## config.mk

```make
export PLATFORM = sky130hd
export DESIGN_NAME = one_location_serializer_flat
export DESIGN_NICKNAME = d
export VERILOG_FILES = /design/src/rtl/one_location_serializer_pkg.sv /design/src/rtl/one_location_serializer_if.sv /design/src/rtl/one_location_serializer.sv /design/src/flat_wrapper.sv
export SDC_FILE = /design/constraint.sdc
export NUM_CORES = 1
export LEC_CHECK = 0
export BUFFER_PORTS_ARGS = -buffer_cell sky130_fd_sc_hd__buf_2
export CORE_UTILIZATION = 35
export DETAILED_ROUTE_END_ITERATION = 10
export SYNTH_ARGS = -nofsm -noshare
export SYNTH_HDL_FRONTEND = slang
export SYNTH_SLANG_ARGS = --single-unit
export TNS_END_PERCENT = 100
```

## constraint.sdc

```tcl
create_clock -name clk -period 2.8 [get_ports clk]
set_input_delay 0.42 -clock clk [delete_from_list [all_inputs] [get_ports clk]]
set_output_delay 0.42 -clock clk [all_outputs]
set_load 0.01 [all_outputs]
```

## src/rtl/one_location_serializer_pkg.sv

```systemverilog
// Shared constants and FSM state type for the one-location serializer.
// N/LOC_W/PC_W describe the fixed 8-bit byte design point.
package one_loc_pkg;

    localparam int N      = 8;
    localparam int LOC_W  = 3;
    localparam int PC_W   = 4;
    localparam int MAX_PC = 8;

    typedef enum logic {
        IDLE,
        EMIT
    } state_t;

endpackage

```

## src/rtl/one_location_serializer_if.sv

```systemverilog
// Bundle-in / location-stream-out signal group for the one-location serializer.
// The master side is the upstream producer plus downstream consumer; slave is the serializer.
interface one_location_serializer_if;
    import one_loc_pkg::*;

    logic             in_valid;
    logic             in_ready;
    logic [PC_W-1:0]  PC;
    logic [LOC_W-1:0] L0;
    logic [LOC_W-1:0] L1;
    logic [LOC_W-1:0] L2;
    logic [LOC_W-1:0] L3;
    logic [LOC_W-1:0] L4;
    logic [LOC_W-1:0] L5;
    logic [LOC_W-1:0] L6;
    logic [LOC_W-1:0] L7;

    logic             loc_valid;
    logic             loc_ready;
    logic [LOC_W-1:0] loc;
    logic [LOC_W-1:0] loc_idx;
    logic             loc_last;
    logic             done;
    logic             pc_err;

    modport master (
        output in_valid, PC, L0, L1, L2, L3, L4, L5, L6, L7, loc_ready,
        input  in_ready, loc_valid, loc, loc_idx, loc_last, done, pc_err
    );

    modport slave (
        input  in_valid, PC, L0, L1, L2, L3, L4, L5, L6, L7, loc_ready,
        output in_ready, loc_valid, loc, loc_idx, loc_last, done, pc_err
    );

endinterface

```

## src/rtl/one_location_serializer.sv

```systemverilog
// Serializes a byte's ordered 1-locations into one beat per cycle with last/done marking.
// Define ONE_LOC_BACK_TO_BACK_EN to accept the next bundle on the final beat (no IDLE bubble).
module one_location_serializer
    import one_loc_pkg::*;
(
    input  logic                      clk,
    input  logic                      rst,
    one_location_serializer_if.slave  bus
);

    state_t           state_q, state_d;
    logic [LOC_W-1:0] held_q [N];
    logic [LOC_W-1:0] held_d [N];
    logic [PC_W-1:0]  cnt_q, cnt_d;
    logic [LOC_W-1:0] idx_q, idx_d;
    logic             loc_valid_q, loc_valid_d;
    logic [LOC_W-1:0] loc_q, loc_d;
    logic             loc_last_q, loc_last_d;
    logic             done_q, done_d;
    logic             pc_err_q, pc_err_d;

    logic             in_ready;
    logic             accept;
    logic             beat;
    logic             pc_over;
    logic [PC_W-1:0]  pc_clamped;
    logic [LOC_W-1:0] idx_nxt;
    logic [LOC_W-1:0] l_in [N];

`ifdef ONE_LOC_BACK_TO_BACK_EN
    assign in_ready = (state_q == IDLE) | (loc_valid_q & bus.loc_ready & loc_last_q);
`else
    assign in_ready = (state_q == IDLE);
`endif

    assign accept     = bus.in_valid & in_ready;
    assign beat       = loc_valid_q & bus.loc_ready;
    assign pc_over    = bus.PC > PC_W'(MAX_PC);
    assign pc_clamped = pc_over ? PC_W'(MAX_PC) : bus.PC;
    assign idx_nxt    = idx_q + LOC_W'(1);

    always_comb begin
        l_in[0] = bus.L0;
        l_in[1] = bus.L1;
        l_in[2] = bus.L2;
        l_in[3] = bus.L3;
        l_in[4] = bus.L4;
        l_in[5] = bus.L5;
        l_in[6] = bus.L6;
        l_in[7] = bus.L7;
    end

    // A new bundle is applied after beat retirement so that, in back-to-back
    // mode, the load of the next byte overrides the return to IDLE.
    always_comb begin
        state_d     = state_q;
        held_d      = held_q;
        cnt_d       = cnt_q;
        idx_d       = idx_q;
        loc_valid_d = loc_valid_q;
        loc_d       = loc_q;
        loc_last_d  = loc_last_q;
        done_d      = 1'b0;
        pc_err_d    = pc_err_q;

        if (beat) begin
            if (loc_last_q) begin
                state_d     = IDLE;
                loc_valid_d = 1'b0;
                loc_last_d  = 1'b0;
                done_d      = 1'b1;
            end else begin
                idx_d      = idx_nxt;
                loc_d      = held_q[idx_nxt];
                loc_last_d = ({1'b0, idx_nxt} == (cnt_q - PC_W'(1)));
            end
        end

        if (accept) begin
            held_d   = l_in;
            cnt_d    = pc_clamped;
            pc_err_d = pc_err_q | pc_over;
            if (pc_clamped == '0) begin
                state_d     = IDLE;
                loc_valid_d = 1'b0;
                loc_last_d  = 1'b0;
                done_d      = 1'b1;
            end else begin
                state_d     = EMIT;
                idx_d       = '0;
                loc_valid_d = 1'b1;
                loc_d       = l_in[0];
                loc_last_d  = (pc_clamped == PC_W'(1));
            end
        end
    end

    always_ff @(posedge clk) begin
        if (rst) begin
            state_q     <= IDLE;
            held_q      <= '{default: '0};
            cnt_q       <= '0;
            idx_q       <= '0;
            loc_valid_q <= 1'b0;
            loc_q       <= '0;
            loc_last_q  <= 1'b0;
            done_q      <= 1'b0;
            pc_err_q    <= 1'b0;
        end else begin
            state_q     <= state_d;
            held_q      <= held_d;
            cnt_q       <= cnt_d;
            idx_q       <= idx_d;
            loc_valid_q <= loc_valid_d;
            loc_q       <= loc_d;
            loc_last_q  <= loc_last_d;
            done_q      <= done_d;
            pc_err_q    <= pc_err_d;
        end
    end

    assign bus.in_ready  = in_ready;
    assign bus.loc_valid = loc_valid_q;
    assign bus.loc       = loc_q;
    assign bus.loc_idx   = idx_q;
    assign bus.loc_last  = loc_last_q;
    assign bus.done      = done_q;
    assign bus.pc_err    = pc_err_q;

endmodule

```

## src/flat_wrapper.sv

```systemverilog
// flat-port wrapper written by rule: the top's interface ports become plain ports
module one_location_serializer_flat import one_loc_pkg::*;
  (clk, rst, bus_in_valid, bus_PC, bus_L0, bus_L1, bus_L2, bus_L3, bus_L4, bus_L5, bus_L6, bus_L7, bus_loc_ready, bus_in_ready, bus_loc_valid, bus_loc, bus_loc_idx, bus_loc_last, bus_done, bus_pc_err);
  one_location_serializer_if bus_i ();
  input  logic clk;
  input  logic rst;
  input wire logic [$bits(bus_i.in_valid)-1:0] bus_in_valid;
  input wire logic [$bits(bus_i.PC)-1:0] bus_PC;
  input wire logic [$bits(bus_i.L0)-1:0] bus_L0;
  input wire logic [$bits(bus_i.L1)-1:0] bus_L1;
  input wire logic [$bits(bus_i.L2)-1:0] bus_L2;
  input wire logic [$bits(bus_i.L3)-1:0] bus_L3;
  input wire logic [$bits(bus_i.L4)-1:0] bus_L4;
  input wire logic [$bits(bus_i.L5)-1:0] bus_L5;
  input wire logic [$bits(bus_i.L6)-1:0] bus_L6;
  input wire logic [$bits(bus_i.L7)-1:0] bus_L7;
  input wire logic [$bits(bus_i.loc_ready)-1:0] bus_loc_ready;
  output wire logic [$bits(bus_i.in_ready)-1:0] bus_in_ready;
  output wire logic [$bits(bus_i.loc_valid)-1:0] bus_loc_valid;
  output wire logic [$bits(bus_i.loc)-1:0] bus_loc;
  output wire logic [$bits(bus_i.loc_idx)-1:0] bus_loc_idx;
  output wire logic [$bits(bus_i.loc_last)-1:0] bus_loc_last;
  output wire logic [$bits(bus_i.done)-1:0] bus_done;
  output wire logic [$bits(bus_i.pc_err)-1:0] bus_pc_err;
  assign bus_i.in_valid = bus_in_valid;
  assign bus_i.PC = bus_PC;
  assign bus_i.L0 = bus_L0;
  assign bus_i.L1 = bus_L1;
  assign bus_i.L2 = bus_L2;
  assign bus_i.L3 = bus_L3;
  assign bus_i.L4 = bus_L4;
  assign bus_i.L5 = bus_L5;
  assign bus_i.L6 = bus_L6;
  assign bus_i.L7 = bus_L7;
  assign bus_i.loc_ready = bus_loc_ready;
  assign bus_in_ready = bus_i.in_ready;
  assign bus_loc_valid = bus_i.loc_valid;
  assign bus_loc = bus_i.loc;
  assign bus_loc_idx = bus_i.loc_idx;
  assign bus_loc_last = bus_i.loc_last;
  assign bus_done = bus_i.done;
  assign bus_pc_err = bus_i.pc_err;
  one_location_serializer u_core (.clk(clk), .rst(rst), .bus(bus_i));
endmodule
```

## After elaboration in Yosys (flattened, before gate mapping)

Cells that the tools add are included.

- $add $sub $neg: 2
- Multiplexer cells: 24
- Order comparisons: 2
- Bitwise gates (word level): 5
- Reductions and logical operators: 4
- Equal/unequal tests: 2

Operators by type and width:

| kind | number |
|---|---|
| $mux 3 | 10 |
| $mux 1 | 12 |
| $bmux 3 s3 | 1 |
| $eq 3x4->1 | 1 |
| $eq 4x1->1 const B | 1 |
| $ge 4x4->1 const B | 1 |
| $gt 4x4->1 const B | 1 |
| $logic_not 4->1 | 1 |
| $mux 4 | 1 |
| $not 3->4 | 1 |
| $reduce_bool 2->1 | 2 |
| $sub 4x1->4 const B | 1 |
| $add 3x1->3 const B | 1 |
| $and 1x1->1 | 2 |
| $reduce_and 2->1 | 1 |
| $not 1->1 | 1 |
| $or 1x1->1 | 1 |

- Register bits after elaboration: 38
- Output and inout port bits: 11
- Input bits: 32

## Depth between registers and ports, before layout

Gate-level depths: netlist of run 1.

- Depth in word-level cells: 9
- Depth in mapped cells: 8
- Depth with buffers taken out: 7

## Worst setup path before layout of run 1

OpenSTA, ideal clock, no wires.

- Path kind: reg2reg
- Start: register u_core.idx_q[0] (netlist: u_core.bus.loc_idx[0])
- End: register u_core.loc_q[0] (netlist: u_core.bus.loc[0])
- Data required time: 2.730 ns
- Period minus slack after synthesis: 1.945 ns
- Library setup time: 0.070 ns
- Stages on the path, launching flop included: 9
- Arrival time: 1.875 ns
- Path slack: 0.855 ns
- Path buffers: 2
- Path through: dfxtp_1 > ha_1 > buf_6 > buf_12 > mux2i_1 > mux4_1 > nand2_1 > o211ai_1 > a21oi_1

- Word-level cells in the longest chain between the ends: 9

RTL lines:

| element | RTL line | source |
|---|---|---|
| start: declaration | one_location_serializer.sv:15 | `logic [LOC_W-1:0] idx_q, idx_d;` |
| start signal: assignment | one_location_serializer.sv:113 | `idx_q <= idx_d;` |
| $add 3x1->3 (*) | one_location_serializer.sv:40 | `assign idx_nxt = idx_q + LOC_W'(1);` |
| $not 3->4 (not written as such) (*) | one_location_serializer.sv:74 | `loc_d = held_q[idx_nxt];` |
| $bmux 3 s3 (*) | one_location_serializer.sv:74 |  |
| $mux 3 (not written as such) (*) (2 in a row) | one_location_serializer.sv:74 |  |
| $mux 3 (*) | one_location_serializer.sv:67 | `if (loc_last_q) begin` |
| $mux 3 (*) | one_location_serializer.sv:66 | `if (beat) begin` |
| $mux 3 | one_location_serializer.sv:83 | `if (pc_clamped == '0) begin` |
| $mux 3 (*) | one_location_serializer.sv:79 | `if (accept) begin` |
| end signal: assignment | one_location_serializer.sv:115 | `loc_q <= loc_d;` |
| end: declaration | one_location_serializer.sv:17 | `logic [LOC_W-1:0] loc_q, loc_d;` |

Mark *: on every way between the ends. The rest lies on a longest branch, timed or not. The select of a mux whose other input is x is not followed.
A chain may end at the register's enable or synchronous reset.

## Worst setup path after layout of run 1

Same ends and word-level chain as after synthesis.

==> results of run 1 <==
critical path, stage by stage, from the launching register on:
cell	delay, ns
sky130_fd_sc_hd__dfxtp_1	0.41
sky130_fd_sc_hd__ha_1	0.80
sky130_fd_sc_hd__mux2i_1	0.19
sky130_fd_sc_hd__mux4_1	0.49
sky130_fd_sc_hd__nand2_1	0.08
sky130_fd_sc_hd__o211ai_1	0.08
sky130_fd_sc_hd__a21oi_1	0.13
power breakdown:
| part | switching (mW) | internal (mW) |
|---|---|---|
| clock | 0.181 | 0.171 |
| sequential | 0.0225 | 0.573 |
| combinational | 0.0895 | 0.0713 |
| total | 0.292 | 0.816 |
cell usage after synthesis:
master / count / area, um^2
sky130_fd_sc_hd__a21oi_1: 34 / 170
sky130_fd_sc_hd__a311oi_1: 1 / 8.76
sky130_fd_sc_hd__a31oi_1: 1 / 6.26
sky130_fd_sc_hd__and3_1: 1 / 6.26
sky130_fd_sc_hd__buf_1: 2 / 7.51
sky130_fd_sc_hd__buf_12: 1 / 20.0
sky130_fd_sc_hd__buf_2: 3 / 15.0
sky130_fd_sc_hd__buf_6: 1 / 11.3
sky130_fd_sc_hd__clkbuf_1: 5 / 18.8
sky130_fd_sc_hd__dfxtp_1: 38 / 761
sky130_fd_sc_hd__ha_1: 2 / 25.0
sky130_fd_sc_hd__inv_1: 2 / 7.51
sky130_fd_sc_hd__inv_2: 1 / 3.75
sky130_fd_sc_hd__mux2i_1: 13 / 130
sky130_fd_sc_hd__mux4_1: 1 / 26.3
sky130_fd_sc_hd__mux4_2: 2 / 45.0
sky130_fd_sc_hd__nand2_1: 66 / 248
sky130_fd_sc_hd__nand3_1: 1 / 5.00
sky130_fd_sc_hd__nand3b_1: 3 / 22.5
sky130_fd_sc_hd__nor2_1: 6 / 22.5
sky130_fd_sc_hd__nor2_2: 1 / 6.26
sky130_fd_sc_hd__nor2b_1: 1 / 6.26
sky130_fd_sc_hd__nor3_1: 3 / 15.0
sky130_fd_sc_hd__nor4_1: 1 / 6.26
sky130_fd_sc_hd__o211ai_1: 3 / 22.5
sky130_fd_sc_hd__o21ai_0: 1 / 5.00
sky130_fd_sc_hd__o21ai_1: 1 / 5.00
sky130_fd_sc_hd__o21ai_2: 1 / 8.76
sky130_fd_sc_hd__or3_1: 2 / 12.5
sky130_fd_sc_hd__xnor2_1: 4 / 35.0
sky130_fd_sc_hd__xor2_1: 1 / 8.76
sky130_fd_sc_hd__xor2_2: 1 / 16.3
sequential cells by signal, summed over array words and instances (netlist names):
name                  count
u_core.bus.loc_idx        3
u_core.bus.loc_valid      1
u_core.held_q            24
u_core.bus.done           1
u_core.bus.loc            3
u_core.cnt_q              4
u_core.bus.loc_last       1
u_core.bus.pc_err         1
kinds of logic (layout without fill, tap and decap cells):
| family | after synthesis | after routing |
|---|---|---|
| flip-flops | 38 | 38 |
| multiplexers | 16 | 16 |
| AO/OA/AOI/OAI | 42 | 42 |
| XOR/XNOR | 6 | 6 |
| adder cells (fa/ha/maj) | 2 | 2 |
| buffers and inverters | 15 | 55 |
| AND/OR/NAND/NOR | 85 | 85 |
through the flow:
| stage | worst slack (ns) | area [um^2] | std cells | utilization [%] | power [mW] |
|---|---|---|---|---|---|
| floorplan | 0.855 | 1710 | 204 | - | 0.712 |
| global placement | 0.654 | 1950 | 304 | 41.4 | 0.768 |
| detailed placement | 0.558 | 1950 | 304 | 41.4 | 0.771 |
| CTS | 0.541 | 2030 | 311 | 43.0 | 1.12 |
| global route | 0.389 | 2030 | 311 | 43.0 | 1.16 |
| finish | 0.535 | 2030 | 311 | 43.0 | 1.11 |
per-layer routing:
metal | GRT usage [%] | wire (um) | vias up | share of wire (%)
met3 | 3.09 | 133 | 6 | 3.5
met4 | 7.19 | 64 | 0 | 1.7
met5 | 0 | 0 | - | 0
li1 | - | - | 764 | -
met2 | 24.1 | 1770 | 30 | 47
met1 | 20.7 | 1800 | 660 | 48
worst paths after layout:
path	end	start	depth (start not counted)
max	u_core.bus.loc[0]$_SDFF_PP0_	u_core.bus.loc_idx[0]$_SDFF_PP0_	6
min reg2reg	u_core.held_q[10]$_SDFFE_PP0P_	u_core.held_q[10]$_SDFFE_PP0P_	2
max reg2reg	u_core.bus.loc[0]$_SDFF_PP0_	u_core.bus.loc_idx[0]$_SDFF_PP0_	6
min	u_core.held_q[0]$_SDFFE_PP0P_	bus_L7[0]	3
final cells by class:
cell class                      instances  area share [%]
Clock buffer                            7            3.76
Inverter                                3           0.555
Multi-Input combinational cell        151            42.6
Sequential cell                        38            37.5
Tap cell                               67            4.13
Timing Repair Buffer                   45            11.5
cell usage in the layout, fill, tap and decap left out, types with 3 or more instances in the layout:
cell / n
sky130_fd_sc_hd__nand2_1: 66
sky130_fd_sc_hd__buf_2: 42
sky130_fd_sc_hd__dfxtp_1: 38
sky130_fd_sc_hd__a21oi_1: 34
sky130_fd_sc_hd__mux2i_1: 13
sky130_fd_sc_hd__nor2_1: 6
sky130_fd_sc_hd__clkbuf_8: 5
sky130_fd_sc_hd__xnor2_1: 4
sky130_fd_sc_hd__nor3_1: 3
sky130_fd_sc_hd__nand3b_1: 3
sky130_fd_sc_hd__o211ai_1: 3
sky130_fd_sc_hd__buf_4: 3
==> reports/qor.yml, run 1 <==
count_of_final_hold_check_violations: 0
slew_violations: 0
cts_sinks: 38
insertion_delay_ns: 0.29
drc: 0
ir_worst_vdd_mv: 0.177
holdCritPathClass: "input pin to register"
worst_setup_hold_path_clk_slew_ns: 0.07
layout.filler_cells: 482
grt_overflow_total: 0
critical_path.endpoint_type: "register"
tns_ns: 0
adder_cell_share_of_the_synthesized_area_pct: 1.47
top_ports: 43
buffer_ports.inserted: 42
vias: 1460
synthCells: 204
setup_viol_count_final: 0
crit_path_start_kind: "register"
critPathArrivalTime_ns: 2.48
via_per_inst: 4.69
power_density_nw_per_um2: 546
insertedDiodeCount: 0
critPathKind: "register to register"
grt_use_total_pct: 15.5
start_util_pct: 36.2
chipHeight_um: 71.9
initial_antenna_violation_count: 0
finalHoldWorstSlack_ns: 0.360
fp.coreArea_um2: 4720
maxSlewHeadroom_pct: 52.8
drt_iter0_markers: 62
area.sequential_um2: 761
fin_nets: 278
yosysSeqAreaShare_pct: 44.5
die_x_um: 71.9
detailedRoute.firstPassIterationCount: 4
cts_max_level: 2
die_area_um2: 5160
postRouteAntennaNets: 0
reg2reg_setup_slack_ns: 0.53
status: "complete, no violations"
post_synth_instance_area_um2: 1710
share_of_post_route_cells_with_drive_strength_above_1_pct: 23.4
grt_max_degree: 39
first_global_vias: 1324
grt_first_pass_wirelength_mm: 6.15
drt_wl_total_mm: 3.77
synth-xor-area-share_pct: 3.52
finalCriticalPeriod_ns: 2.27
postCtsSetupBuffers: 0
area_delta_synth_final_pct: 18.9
synth-warning-count: 0
cts_inserted_buffers: 5
grt_setup_unrepaired: "false"
core.rowCount: 25
max_slew.worst_pin.slew_ns: 0.707
route.detailed.wl_per_inst_um: 12.1
static-leakage-power_nw: 0.782
mappedNetlistNets: 238
worst-endpoint-required_ns: 3.02
clock-skew-final_ns: 0.00637
clock_tree.buffer_depth: 2
post_synth_mux_area_share_pct: 11.8
cts_resized: 0
drv_cap: 0
multi_input_area_um2: 866
synthSimpleGateAreaFrac_pct: 20.5
tritoncts: "yes"
min_period_over_period_pct: 80.9
synth_top_family_by_area: "simple AND/OR/NAND/NOR gates"
root_buf_cell: "sky130_fd_sc_hd__clkbuf_8"
yosys_register_bits: 38
crit_fanout: 14
synth.distinct_cells: 32
place.detailed.hpwl_mm: 2.63
synth_area_per_inst_um2: 8.37
cts_hold_buf: 0
max_clock_freq_ghz: 0.441
complex_gate_fraction_of_the_synthesized_area_pct: 13.3
finalWeightedCongestion: 0.733
Power figures use the tool's default switching activity.
==> inputs of run 2 (changes only) <==
clock period = 2.2 ns   (was 2.8 ns; I/O delays follow)
==> run 2 against run 1 <==
Effect of this change:
- clock-buffer cell count unchanged
- first-iteration DRC count grew 50%
- setup slack got worse by 0.25 ns
- largest power group unchanged
- highest routed layer unchanged
==> reports/qor.yml, run 2 (synthesis results as in run 1) <==
hold_path.startpoint: "bus_L6[1]"
detailedRoute.firstPassIterationCount: 4
biggestRegsByFlops: "u_core.held_q: 24 flops, u_core.cnt_q: 4 flops"
drt_wl_total_mm: 3.69
maxSlewHeadroom_pct: 54.1
start_util_pct: 36.2
first_global_vias: 1239
multi_input_area_um2: 868
finalCriticalPeriod_ns: 1.92
status: "complete, no violations"
layout.filler_cells: 508
place_ws_ns: 0.0889
post-route-worst-setup-slack_ns: 0.284
static-leakage-power_nw: 0.790
holdCritPathClass: "input pin to register"
area_delta_synth_final_pct: 19.9
drv_cap: 0
clock-skew-final_ns: 0.00535
max_slew.worst_pin.slew_ns: 0.689
critPathArrivalTime_ns: 2.14
ir_worst_vdd_mv: 0.263
r2r_cells: 6
crit_path_start_kind: "register"
chipHeight_um: 71.9
crit_fanout: 14
power_density_nw_per_um2: 710
worst_setup_hold_path_clk_slew_ns: 0.07
layout.cell_area.non_filler_um2: 2050
critical_path.endpoint_type: "register"
fin_nets: 278
instances_no_fill: 312
hold_path_end: "u_core.held_q[4]$_SDFFE_PP0P_"
cts_sinks: 38
insertedDiodeCount: 0
root_buf_cell: "sky130_fd_sc_hd__clkbuf_8"
slew_violations: 0
reg2reg_setup_slack_ns: 0.28
finalHoldWorstSlack_ns: 0.268
critPathKind: "register to register"
worst-endpoint-required_ns: 2.42
setup_viol_count_final: 0
clock_tree.buffer_depth: 2
grt_max_degree: 39
holdPathStages: 3
area.sequential_um2: 761
place.detailed.hpwl_mm: 2.52
cts_inserted_buffers: 5
tns_ns: 0
drt_iter0_markers: 93
min_period_over_period_pct: 87.1
placement.cell_area_um2: 1950
share_of_post_route_cells_with_drive_strength_above_1_pct: 24.5
die_x_um: 71.9
largest_reg_flops: 24
capture_instance_of_the_worst_register_to_register_path: "u_core.bus.loc[0]$_SDFF_PP0_"
most_frequent_standard_cell_in_the_layout_excluding_fill_and_tap_cells: "sky130_fd_sc_hd__nand2_1"
max_clock_freq_ghz: 0.522
grt_setup_unrepaired: "false"
die_area_um2: 5160
grt_overflow_total: 0
place_inst: 304
via_per_inst: 4.69
tritoncts: "yes"
count_of_final_hold_check_violations: 0
route.detailed.wl_per_inst_um: 11.8
drc: 0
fp.coreArea_um2: 4720
top_ports: 43
design_power_total_mw: 1.45
critical_r2r_launch: "u_core.bus.loc_idx[1]$_SDFF_PP0_"
finalWeightedCongestion: 0.726
insertion_delay_ns: 0.29
postRouteAntennaNets: 0
core.rowCount: 25
grt_use_total_pct: 15.4
utilization_pct: 43.4
regMostFlops: "u_core.held_q"
buffer_ports.inserted: 42
initial_antenna_violation_count: 0
mostFrequentLayoutCells: "66 x sky130_fd_sc_hd__nand2_1, 42 x sky130_fd_sc_hd__buf_2, 38 x sky130_fd_sc_hd__dfxtp_1"
grt_first_pass_wirelength_mm: 5.93
vias: 1464
cts_max_level: 2
postCtsSetupBuffers: 0
## run 2: changes by cell type in the layout (fill, tap and decap cells not counted)
cell / delta
sky130_fd_sc_hd__clkbuf_1: -1
sky130_fd_sc_hd__ha_1: -1
sky130_fd_sc_hd__clkbuf_8: +1
sky130_fd_sc_hd__clkinv_2: +1
sky130_fd_sc_hd__ha_2: +1
## run 2: report_power, final
group / leakage [nW] / switching [mW] / internal, mW
Sequential: 0.312 / 0.0262 / 0.729
Clock: 0.0482 / 0.241 / 0.253
Combinational: 0.430 / 0.115 / 0.0900
Total: 0.790 / 0.382 / 1.07
## run 2: worst max path at each step
stage	start	endpoint	slack, ns	cells past startpoint
final	u_core.bus.loc_idx[1]$_SDFF_PP0_	u_core.bus.loc[0]$_SDFF_PP0_	0.28	6
after global routing	u_core.bus.loc_idx[1]$_SDFF_PP0_	u_core.bus.loc[0]$_SDFF_PP0_	0.17	6
after CTS	u_core.bus.loc_idx[1]$_SDFF_PP0_	u_core.bus.loc[0]$_SDFF_PP0_	0.08	6
after detailed placement	u_core.bus.loc_idx[1]$_SDFF_PP0_	u_core.bus.loc[0]$_SDFF_PP0_	0.09	6
after global placement	u_core.bus.loc_idx[1]$_SDFF_PP0_	u_core.bus.loc[0]$_SDFF_PP0_	0.17	6
after floorplan	u_core.bus.loc_idx[0]$_SDFF_PP0_	u_core.bus.loc[0]$_SDFF_PP0_	0.25	8
## run 2: worst max-delay path, stage by stage, from the launching register on
cell	delay, ns
sky130_fd_sc_hd__dfxtp_1	0.33
sky130_fd_sc_hd__ha_2	0.59
sky130_fd_sc_hd__mux2i_1	0.15
sky130_fd_sc_hd__mux4_1	0.48
sky130_fd_sc_hd__nand2_1	0.08
sky130_fd_sc_hd__o211ai_1	0.09
sky130_fd_sc_hd__a21oi_1	0.13
## run 2: layer usage
layer / global-route usage, % / routed length (um)
met5: 0 / 0
met4: 8.50 / 88
met3: 4.50 / 186
met2: 22.4 / 1600
met1: 20.5 / 1820
## run 2: area by class of cell
type | instances | share of cell area (%)
clock buffer | 7 | 4.22
clock inverter | 1 | 0.244
inverter | 3 | 0.550
multi-input combinational | 151 | 42.4
sequential | 38 | 37.1
tap | 67 | 4.09
timing repair buffer | 45 | 11.4
## run 2: repair_timing
action | CTS | global route
hold buffers | 0 | 0
gates resized for setup | 0 | 1
setup endpoints to repair | 0 | 3
